[config.mk]
export PLATFORM = sky130hd
export DESIGN_NAME = sipo_deser
export DESIGN_NICKNAME = d
export VERILOG_FILES = /design/src/rtl/sipo_deser_pkg.sv /design/src/rtl/sipo_deser_out_reg.sv /design/src/rtl/sipo_deser.sv
export SDC_FILE = /design/constraint.sdc
export NUM_CORES = 1
export LEC_CHECK = 0
export ABC_AREA = 1
export CORE_UTILIZATION = 27
export CTS_BUF_LIST = sky130_fd_sc_hd__clkbuf_2 sky130_fd_sc_hd__clkbuf_4 sky130_fd_sc_hd__clkbuf_8
export CTS_CLUSTER_SIZE = 30
export DETAILED_ROUTE_END_ITERATION = 10
export PLACE_DENSITY = 0.47
export SLEW_MARGIN = 5
export SYNTH_ARGS = -nofsm -noshare
export SYNTH_HDL_FRONTEND = slang
export SYNTH_SLANG_ARGS = --single-unit
[constraint.sdc]
create_clock -name clk -period 1.75 [get_ports clk]
set_input_delay 0.35 -clock clk [delete_from_list [all_inputs] [get_ports clk]]
set_output_delay 0.35 -clock clk [all_outputs]
set_load 0.01 [all_outputs]
[src/rtl/sipo_deser_pkg.sv]
// sipo_deser_pkg: shared types and sizing helpers for the sipo_deser slice.
//   state_t       : deserializer FSM states (PAR only reachable when the
//                   SIPO_DESER_PARITY_EN macro is defined)
//   cnt_width()   : bit counter width for a given word width, $clog2(WIDTH+1)
package sipo_deser_pkg;

  typedef enum logic [1:0] {
    IDLE  = 2'd0,
    SHIFT = 2'd1,
    PAR   = 2'd2
  } state_t;

  localparam int WIDTH_DEFAULT = 8;
  localparam int CNT_W_DEFAULT = $clog2(WIDTH_DEFAULT + 1);

  // Counter must be able to hold the value WIDTH itself (PAR waits at WIDTH).
  function automatic int cnt_width(input int width);
    return $clog2(width + 1);
  endfunction

endpackage

[src/rtl/sipo_deser_out_reg.sv]
// sipo_deser_out_reg: single-entry holding register with valid/ready output.
//   clk, rst     : clock, synchronous active-high reset
//   i_load       : a completed word is offered this cycle
//   i_word       : the completed word
//   i_ready      : downstream accepts o_data when o_valid=1
//   o_data       : held word, stable while o_valid=1 and i_ready=0
//   o_valid      : o_data holds an undelivered word
//   o_overrun    : sticky, a completed word was dropped (cleared by rst only)
module sipo_deser_out_reg #(
  parameter int WIDTH = 8
) (
  input  logic             clk,
  input  logic             rst,
  input  logic             i_load,
  input  logic [WIDTH-1:0] i_word,
  input  logic             i_ready,
  output logic [WIDTH-1:0] o_data,
  output logic             o_valid,
  output logic             o_overrun
);

  logic [WIDTH-1:0] r_data;
  logic             r_valid;
  logic             r_overrun;
  logic             w_accept;

  // Register is free if empty or being drained in this same cycle.
  assign w_accept = ~r_valid | i_ready;

  always_ff @(posedge clk) begin
    if (rst) begin
      r_data    <= '0;
      r_valid   <= 1'b0;
      r_overrun <= 1'b0;
    end else begin
      if (i_load && w_accept) begin
        r_data  <= i_word;
        r_valid <= 1'b1;
      end else if (r_valid && i_ready) begin
        r_valid <= 1'b0;
      end
      if (i_load && !w_accept) begin
        r_overrun <= 1'b1;
      end
    end
  end

  assign o_data    = r_data;
  assign o_valid   = r_valid;
  assign o_overrun = r_overrun;

endmodule

[src/rtl/sipo_deser.sv]
// sipo_deser: serial-to-parallel deserializer with start-of-frame alignment.
// Optional even-parity bit after each word: define SIPO_DESER_PARITY_EN.
//   clk, rst    : clock, synchronous active-high reset
//   s_bit       : serial data bit, sampled when s_valid=1
//   s_valid     : s_bit valid this cycle (no input backpressure)
//   s_sof       : s_bit is bit 0 of a new frame (qualified by s_valid)
//   m_data      : assembled word
//   m_valid     : m_data holds an undelivered word
//   m_ready     : downstream accepts m_data
//   overrun     : sticky, a completed word was dropped
//   frame_err   : one-cycle pulse, s_sof arrived mid-word
//   parity_err  : one-cycle pulse, parity mismatch (tied 0 without parity)
module sipo_deser
  import sipo_deser_pkg::*;
#(
  parameter int WIDTH     = 8,
  parameter bit MSB_FIRST = 1'b1
) (
  input  logic             clk,
  input  logic             rst,
  input  logic             s_bit,
  input  logic             s_valid,
  input  logic             s_sof,
  output logic [WIDTH-1:0] m_data,
  output logic             m_valid,
  input  logic             m_ready,
  output logic             overrun,
  output logic             frame_err,
  output logic             parity_err
);

  localparam int CNT_W = cnt_width(WIDTH);

  state_t           r_state;
  logic [CNT_W-1:0] r_cnt;
  logic [WIDTH-1:0] r_shift;
  logic             r_frame_err;

  state_t           w_state_nxt;
  logic [CNT_W-1:0] w_cnt_nxt;
  logic [CNT_W-1:0] w_cnt_inc;
  logic [WIDTH-1:0] w_base;
  logic [WIDTH-1:0] w_shift_nxt;
  logic [WIDTH-1:0] w_shift_d;
  logic [WIDTH-1:0] w_word;
  logic             w_load;
  logic             w_ferr_nxt;
`ifdef SIPO_DESER_PARITY_EN
  logic             r_parity_err;
  logic             w_perr_nxt;
`endif

  assign w_cnt_inc = r_cnt + 1'b1;

  // A new word (counter 0) or a fresh frame starts from an empty register,
  // so stale bits never leak into the next word.
  always_comb begin
    w_base = (r_cnt == '0 || s_sof) ? '0 : r_shift;
    if (MSB_FIRST) begin
      w_shift_nxt = {w_base[WIDTH-2:0], s_bit};
    end else begin
      w_shift_nxt = {s_bit, w_base[WIDTH-1:1]};
    end
  end

  always_comb begin
    w_state_nxt = r_state;
    w_cnt_nxt   = r_cnt;
    w_shift_d   = r_shift;
    w_word      = w_shift_nxt;
    w_load      = 1'b0;
    w_ferr_nxt  = 1'b0;
`ifdef SIPO_DESER_PARITY_EN
    w_perr_nxt  = 1'b0;
`endif
    case (r_state)
      IDLE: begin
        if (s_valid && s_sof) begin
          w_state_nxt = SHIFT;
          w_cnt_nxt   = CNT_W'(1);
          w_shift_d   = w_shift_nxt;
        end
      end
      SHIFT: begin
        if (s_valid) begin
          w_shift_d = w_shift_nxt;
          if (s_sof && r_cnt != '0) begin
            w_ferr_nxt = 1'b1;
            w_cnt_nxt  = CNT_W'(1);
          end else if (w_cnt_inc == CNT_W'(WIDTH)) begin
`ifdef SIPO_DESER_PARITY_EN
            // Counter parks at WIDTH while the parity bit is awaited.
            w_state_nxt = PAR;
            w_cnt_nxt   = w_cnt_inc;
`else
            w_load    = 1'b1;
            w_cnt_nxt = '0;
`endif
          end else begin
            w_cnt_nxt = w_cnt_inc;
          end
        end
      end
`ifdef SIPO_DESER_PARITY_EN
      PAR: begin
        w_word = r_shift;
        if (s_valid) begin
          w_state_nxt = SHIFT;
          if (s_sof) begin
            w_ferr_nxt = 1'b1;
            w_cnt_nxt  = CNT_W'(1);
            w_shift_d  = w_shift_nxt;
          end else begin
            w_cnt_nxt = '0;
            if (s_bit == ^r_shift) begin
              w_load = 1'b1;
            end else begin
              w_perr_nxt = 1'b1;
            end
          end
        end
      end
`endif
      default: begin
        w_state_nxt = IDLE;
        w_cnt_nxt   = '0;
      end
    endcase
  end

  always_ff @(posedge clk) begin
    if (rst) begin
      r_state     <= IDLE;
      r_cnt       <= '0;
      r_shift     <= '0;
      r_frame_err <= 1'b0;
    end else begin
      r_state     <= w_state_nxt;
      r_cnt       <= w_cnt_nxt;
      r_shift     <= w_shift_d;
      r_frame_err <= w_ferr_nxt;
    end
  end

`ifdef SIPO_DESER_PARITY_EN
  always_ff @(posedge clk) begin
    if (rst) begin
      r_parity_err <= 1'b0;
    end else begin
      r_parity_err <= w_perr_nxt;
    end
  end
  assign parity_err = r_parity_err;
`else
  assign parity_err = 1'b0;
`endif

  assign frame_err = r_frame_err;

  sipo_deser_out_reg #(
    .WIDTH (WIDTH)
  ) u_out_reg (
    .clk       (clk),
    .rst       (rst),
    .i_load    (w_load),
    .i_word    (w_word),
    .i_ready   (m_ready),
    .o_data    (m_data),
    .o_valid   (m_valid),
    .o_overrun (overrun)
  );

endmodule

After elaboration in Yosys (flattened, before gate mapping)
Index checks and enable logic that the tools add are counted.
- bits in registers: 24
- $add $sub $neg: 1
- equal/unequal tests: 4
- muxes and demuxes: 18
- bitwise gates (word level): 4
- reduce and logical (&&, ||, !) cells: 16
- operators by type and width (cell ; count):
    7-bit two-way mux ; 3
    4-bit two-way mux ; 4
    7-bit one-hot mux with 2 select lines ; 1
    4-bit one-hot mux with 2 select lines ; 1
    1-bit two-way mux ; 7
    1-bit logical AND ; 5
    4-bit by 1-bit adder with 4-bit output, second input constant ; 1
    4-bit equality test, second input constant ; 1
    4-bit logical NOT ; 1
    2-bit != test, second input constant ; 2
    2-bit one-hot mux with 2 select lines ; 1
    2-bit AND reduction ; 2
    2-bit nonzero test ; 2
    4-bit nonzero test ; 1
    1-bit NOT ; 3
    3-bit AND reduction ; 1
    3-bit OR reduction ; 1
    2-bit by 1-bit equality test with 1-bit output, second input constant ; 1
    2-bit logical NOT ; 1
    2-bit two-way mux ; 1
    1-bit logical NOT ; 1
    1-bit logical OR ; 1
    1-bit bitwise OR ; 1

Depth between registers and ports, before layout
- word-level depth: 8
- mapped depth: 10
- gate-level depth less buffers: 9

By module
Synthesis repeated with hierarchy kept, for this count alone.
- cell total of the unflattened synthesis: 153
- area, all modules: 1142.3 um^2
- modules (own cells, without submodules) (module ; times used ; cells an instance ; area an instance (um^2) ; sequential area each (um^2)):
    sipo_deser ; 1 ; 92 ; 691.9 ; 260.2
    sipo_deser_out_reg ; 1 ; 61 ; 450.4 ; 200.2

Least setup slack after synthesis
OpenSTA, ideal clock, no wires.
- path kind: register -> register
- start: register r_cnt[0]
- end: register u_out_reg.r_data[5], in the netlist u_out_reg.o_data[5]
- setup time: 0.113 ns
- arrival: 1.337 ns
- data required time: 1.637 ns
- path slack: 0.300 ns
- stages on the path, launching flop included: 10
- path buffers: 1
- clock period less this slack: 1.450 ns
- cells stage by stage: dfxtp_1 ha_1 inv_1 nand2_1 nand3_4 nor2_8 nand3_4 buf_6 nor2_1 nor2_1
- longest elaborated chain between the ends: 7
- elaborated cells on any way between the ends: 12
- classes of those cells: 1 x add/sub; 1 x eq/ne; 5 x mux; 5 x reduce/logical
- ends and longest elaborated chain (item ; line ; text):
    start, declared ; sipo_deser.sv:35 ; logic [CNT_W-1:0] r_cnt;
    start signal, assigned ; sipo_deser.sv:139 ; r_cnt <= w_cnt_nxt;
    4-bit by 1-bit adder with 4-bit output ; sipo_deser.sv:53 ; assign w_cnt_inc = r_cnt + 1'b1;
    4-bit equality test ; sipo_deser.sv:90 ; end else if (w_cnt_inc == CNT_W'(WIDTH)) begin
    1-bit two-way mux ; sipo_deser.sv:90 ;
    1-bit two-way mux ; sipo_deser.sv:87 ; if (s_sof && r_cnt != '0) begin
    1-bit two-way mux ; sipo_deser.sv:85 ; if (s_valid) begin
    1-bit two-way mux ; sipo_deser.sv:76 ; case (r_state)
    1-bit logical AND ; sipo_deser_out_reg.sv:36 ; if (i_load && w_accept) begin
    end signal, assigned ; sipo_deser_out_reg.sv:37 ; r_data <= i_word;
    end, declared ; sipo_deser_out_reg.sv:22 ; logic [WIDTH-1:0] r_data;
Several ways; a longest one is shown, not always the timed one.
A chain may end at the register's enable or synchronous reset.

Worst setup path after layout
- start: register u_out_reg.r_data[1], in the netlist u_out_reg.o_data[1]
- end: output port m_data[1]
- RTL lines (item ; line ; text):
    end, declared ; sipo_deser.sv:24 ; output logic [WIDTH-1:0] m_data,
No word-level cell between the ends.

==> summary.md <==
| Metric | Value |
|---|---|
| Status | `complete, no violations` |
| Setup tns final | `0 ns` |
| DR vias/cell | `approximately 4.4` |
| DRC violations left | `0` |
| Number of antenna violations at the first check in global routing | `0` |
| Switching pwr | `0.234 mW` |
| Cell variety after synth | `22` |
| Top Ports | `18` |
| Overflow after GRT | `0` |
| Placed cells | `213` |
| Pins Over Slew Limit | `0` |
| Worst setup path class | `reg2out` |
| Final worst slack | `0.243 ns` |
| Commonest non-fill, non-tap cell in the layout | `inv_1` |
| Setup crit start kind | `flop` |
| Skew final | `~0.0011 ns` |
| CTS root buffer | `clkbuf_8` |
| CP required | `1.40 ns` |
| Largest net degree at the start of global routing | `16` |
| Gr usage total | `0.123` |
| Leakage | `0.601 nW` |
| Worst Setup End Kind | `output pin` |
| Die area | `approximately 4400 um^2` |
| Tcrit/Tclk final | `0.861` |
| Sequential share of power | `0.557` |
| YS warnings | `0` |
| Ant diodes | `0` |
| WL met3 | `just under 70 um` |
| Critical path peak fanout | `2` |
| Final Hold Vio Count | `0` |
| Chip width | `66.3 um` |
| First-pass GRT wire length | `roughly 4.2 mm` |
| Top cell family by delay on the critical path | `buffers and inverters` |
| Crit-path slowest cell | `clkdlybuf4s50_1` |
| Share of cells above drive strength 1 | `0.148` |
| Starting density of the core | `0.293` |
| Seq/Total Area, Yosys | `0.413` |
| WL final | `~2.3 mm` |
| Layout area overhead | `24.7%` |
| FP Rows | `22` |
| Fillers | `404` |
| Pre-antenna DRT Iters | `4` |
| Crit-path max cell delay | `0.55 ns` |
| Synth top area share | `0.413` |
| Worst path bufs/invs | `1` |
| Met2 routed WL | `960 um` |
| Logic pwr share | `0.088` |
| Ranking of synthesized cells by area | `dfxtp_1 41%, inv_1 8.4%, nand2_1 7.7%` |
| Synthesized net count | `about 160` |
| Layout Nets | `about 180` |
| IO Port Bufs | `16` |
| Int Power | `0.751 mW` |
| Clock share of power | `0.355` |
| Most frequent cells in the layout | `25 x inv_1, 23 x nand2_1, 22 x dfxtp_1` |
| Initial drt markers | `34` |
| CTS Buffer Depth | `2` |
| Die Ht | `66.3 um` |
| Gate Count Post-Synth | `149` |
| HP Class | `reg2reg` |
| DRT met1 WL | `1.23 mm` |
| CTS tree | `yes` |
| Crit-path cells | `clkdlybuf4s50_1` |
| Vias | `between 900 and 1000` |
| ANT nets after route | `0` |
| Pwr Density | `709 nW/um^2` |
| Total of max-cap violations | `0` |
| Core ar. | `about 3800 um^2` |
| Placer congestion estimate | `between 0.7 and 0.8` |
| # setup viols final | `0` |
| Switch share | `0.238` |
| DR WL/cell | `10.5 um` |
| Largest area contributor in the netlist | `dfxtp_1` |
| Unrepaired setup endpoints after global routing | `false` |
| Fin crit period | `1.51 ns` |
| Pre-CTS setup slack | `0.0319 ns` |
| Num CTS Buffers | `3` |
| Post-Layout Cell Count | `217` |
| Hold slack | `0.455 ns` |
| Clk slew on worst S/H paths | `0.08 ns` |
| Top routing layer used | `met4` |
| Clock Sinks | `23` |
| Maximum vdd drop | `approximately 0.00027 V` |
| Worst Path Arrival | `1.16 ns` |
| Detailed Place HPWL | `approximately 1.7 mm` |
| Mapped Area | `1110 um^2` |
| #FFs+latches synth | `23` |
| Skew-Pair Late Insertion Delay | `0.26 ns` |
| FMAX | `between 600 and 700 MHz` |
| H-tree depth | `1` |
| Avg Cell Area, Syn | `between 7 and 8 um^2` |
| Number of global-route vias before repair | `920` |
-- final timing paths --
| kind | from | to | slack [ns] | depth (start not counted) |
|---|---|---|---|---|
| max reg2reg | r_cnt[1]$_SDFFE_PP0P_ | u_out_reg.o_data[3]$_SDFFE_PP0P_ | 0.25 | 9 |
| min | r_state[0]$_SDFFE_PP0P_ | r_state[0]$_SDFFE_PP0P_ | 0.46 | 2 |
| max | u_out_reg.o_data[1]$_SDFFE_PP0P_ | m_data[1] | 0.24 | 1 |
| min reg2reg | r_state[0]$_SDFFE_PP0P_ | r_state[0]$_SDFFE_PP0P_ | 0.46 | 2 |
-- per-stage QoR --
stage | area (um^2) | util | power (mW)
after global routing | 1390 | 0.366 | 1.03
after global placement | 1340 | 0.353 | 0.645
after CTS | 1390 | 0.366 | 1.00
final | 1390 | 0.366 | 0.985
after floorplan | 1110 | - | 0.613
after detailed placement | 1340 | 0.353 | 0.648
-- repair_timing --
action,in CTS,in global routing
buffers inserted,0,0
hold buffers,0,0
endpoints found under the setup margin,0,5
gates resized for setup,0,1
-- cell usage after synthesis --
master / instances
inv_2: 1
nand3_1: 8
a21oi_1: 12
nand2_2: 8
and3_1: 1
nand2_1: 23
nor2_8: 1
ha_1: 3
o21ai_0: 7
buf_2: 2
buf_4: 2
buf_6: 1
nor3_1: 1
nand4_1: 7
nor2_1: 18
inv_1: 25
nand3_2: 1
a21oi_4: 1
nand3_4: 2
clkbuf_1: 1
conb_1: 1
dfxtp_1: 23
-- state kept, by name (all words and copies together), names as in the netlist --
register / count
u_out_reg.o_valid: 1
frame_err: 1
u_out_reg.o_overrun: 1
r_cnt: 4
u_out_reg.o_data: 8
r_state: 1
r_shift: 7
-- power by group through the flow --
stage	registers [mW]	logic [mW]	clock network, mW
floorplan	0.558	0.0559	0
global placement	0.560	0.0857	0
detailed placement	0.560	0.0880	0
CTS	0.548	0.0886	0.364
global route	0.551	0.100	0.382
finish	0.549	0.0871	0.349
-- logic make-up (layout without fill, tap and decap cells) --
kind of cell	Yosys count	count (layout)	synth area share
flip-flops	23	23	0.413
adder cells (fa/ha/maj)	3	3	0.0337
buffers and inverters	32	52	0.123
AO/OA/AOI/OAI	20	20	0.0999
other	1	1	0.00336
AND/OR/NAND/NOR	70	70	0.327
-- area by class of cell --
type,instances,area (um^2),share of cell area
Multi-Input combinational cell,94,517,0.372
Timing Repair Buffer,22,205,0.148
Clock buffer,4,48.8,0.0351
Sequential cell,23,462,0.332
Tap cell,48,60.1,0.0432
Inverter,26,97.6,0.0702
-- per-layer routing --
layer  GRT usage  vias up
met5           0        -
met4      0.0479        0
met3      0.0207        4
met2       0.199       19
met1       0.163      431
li1            -      507
Power figures use the tool's default switching activity.
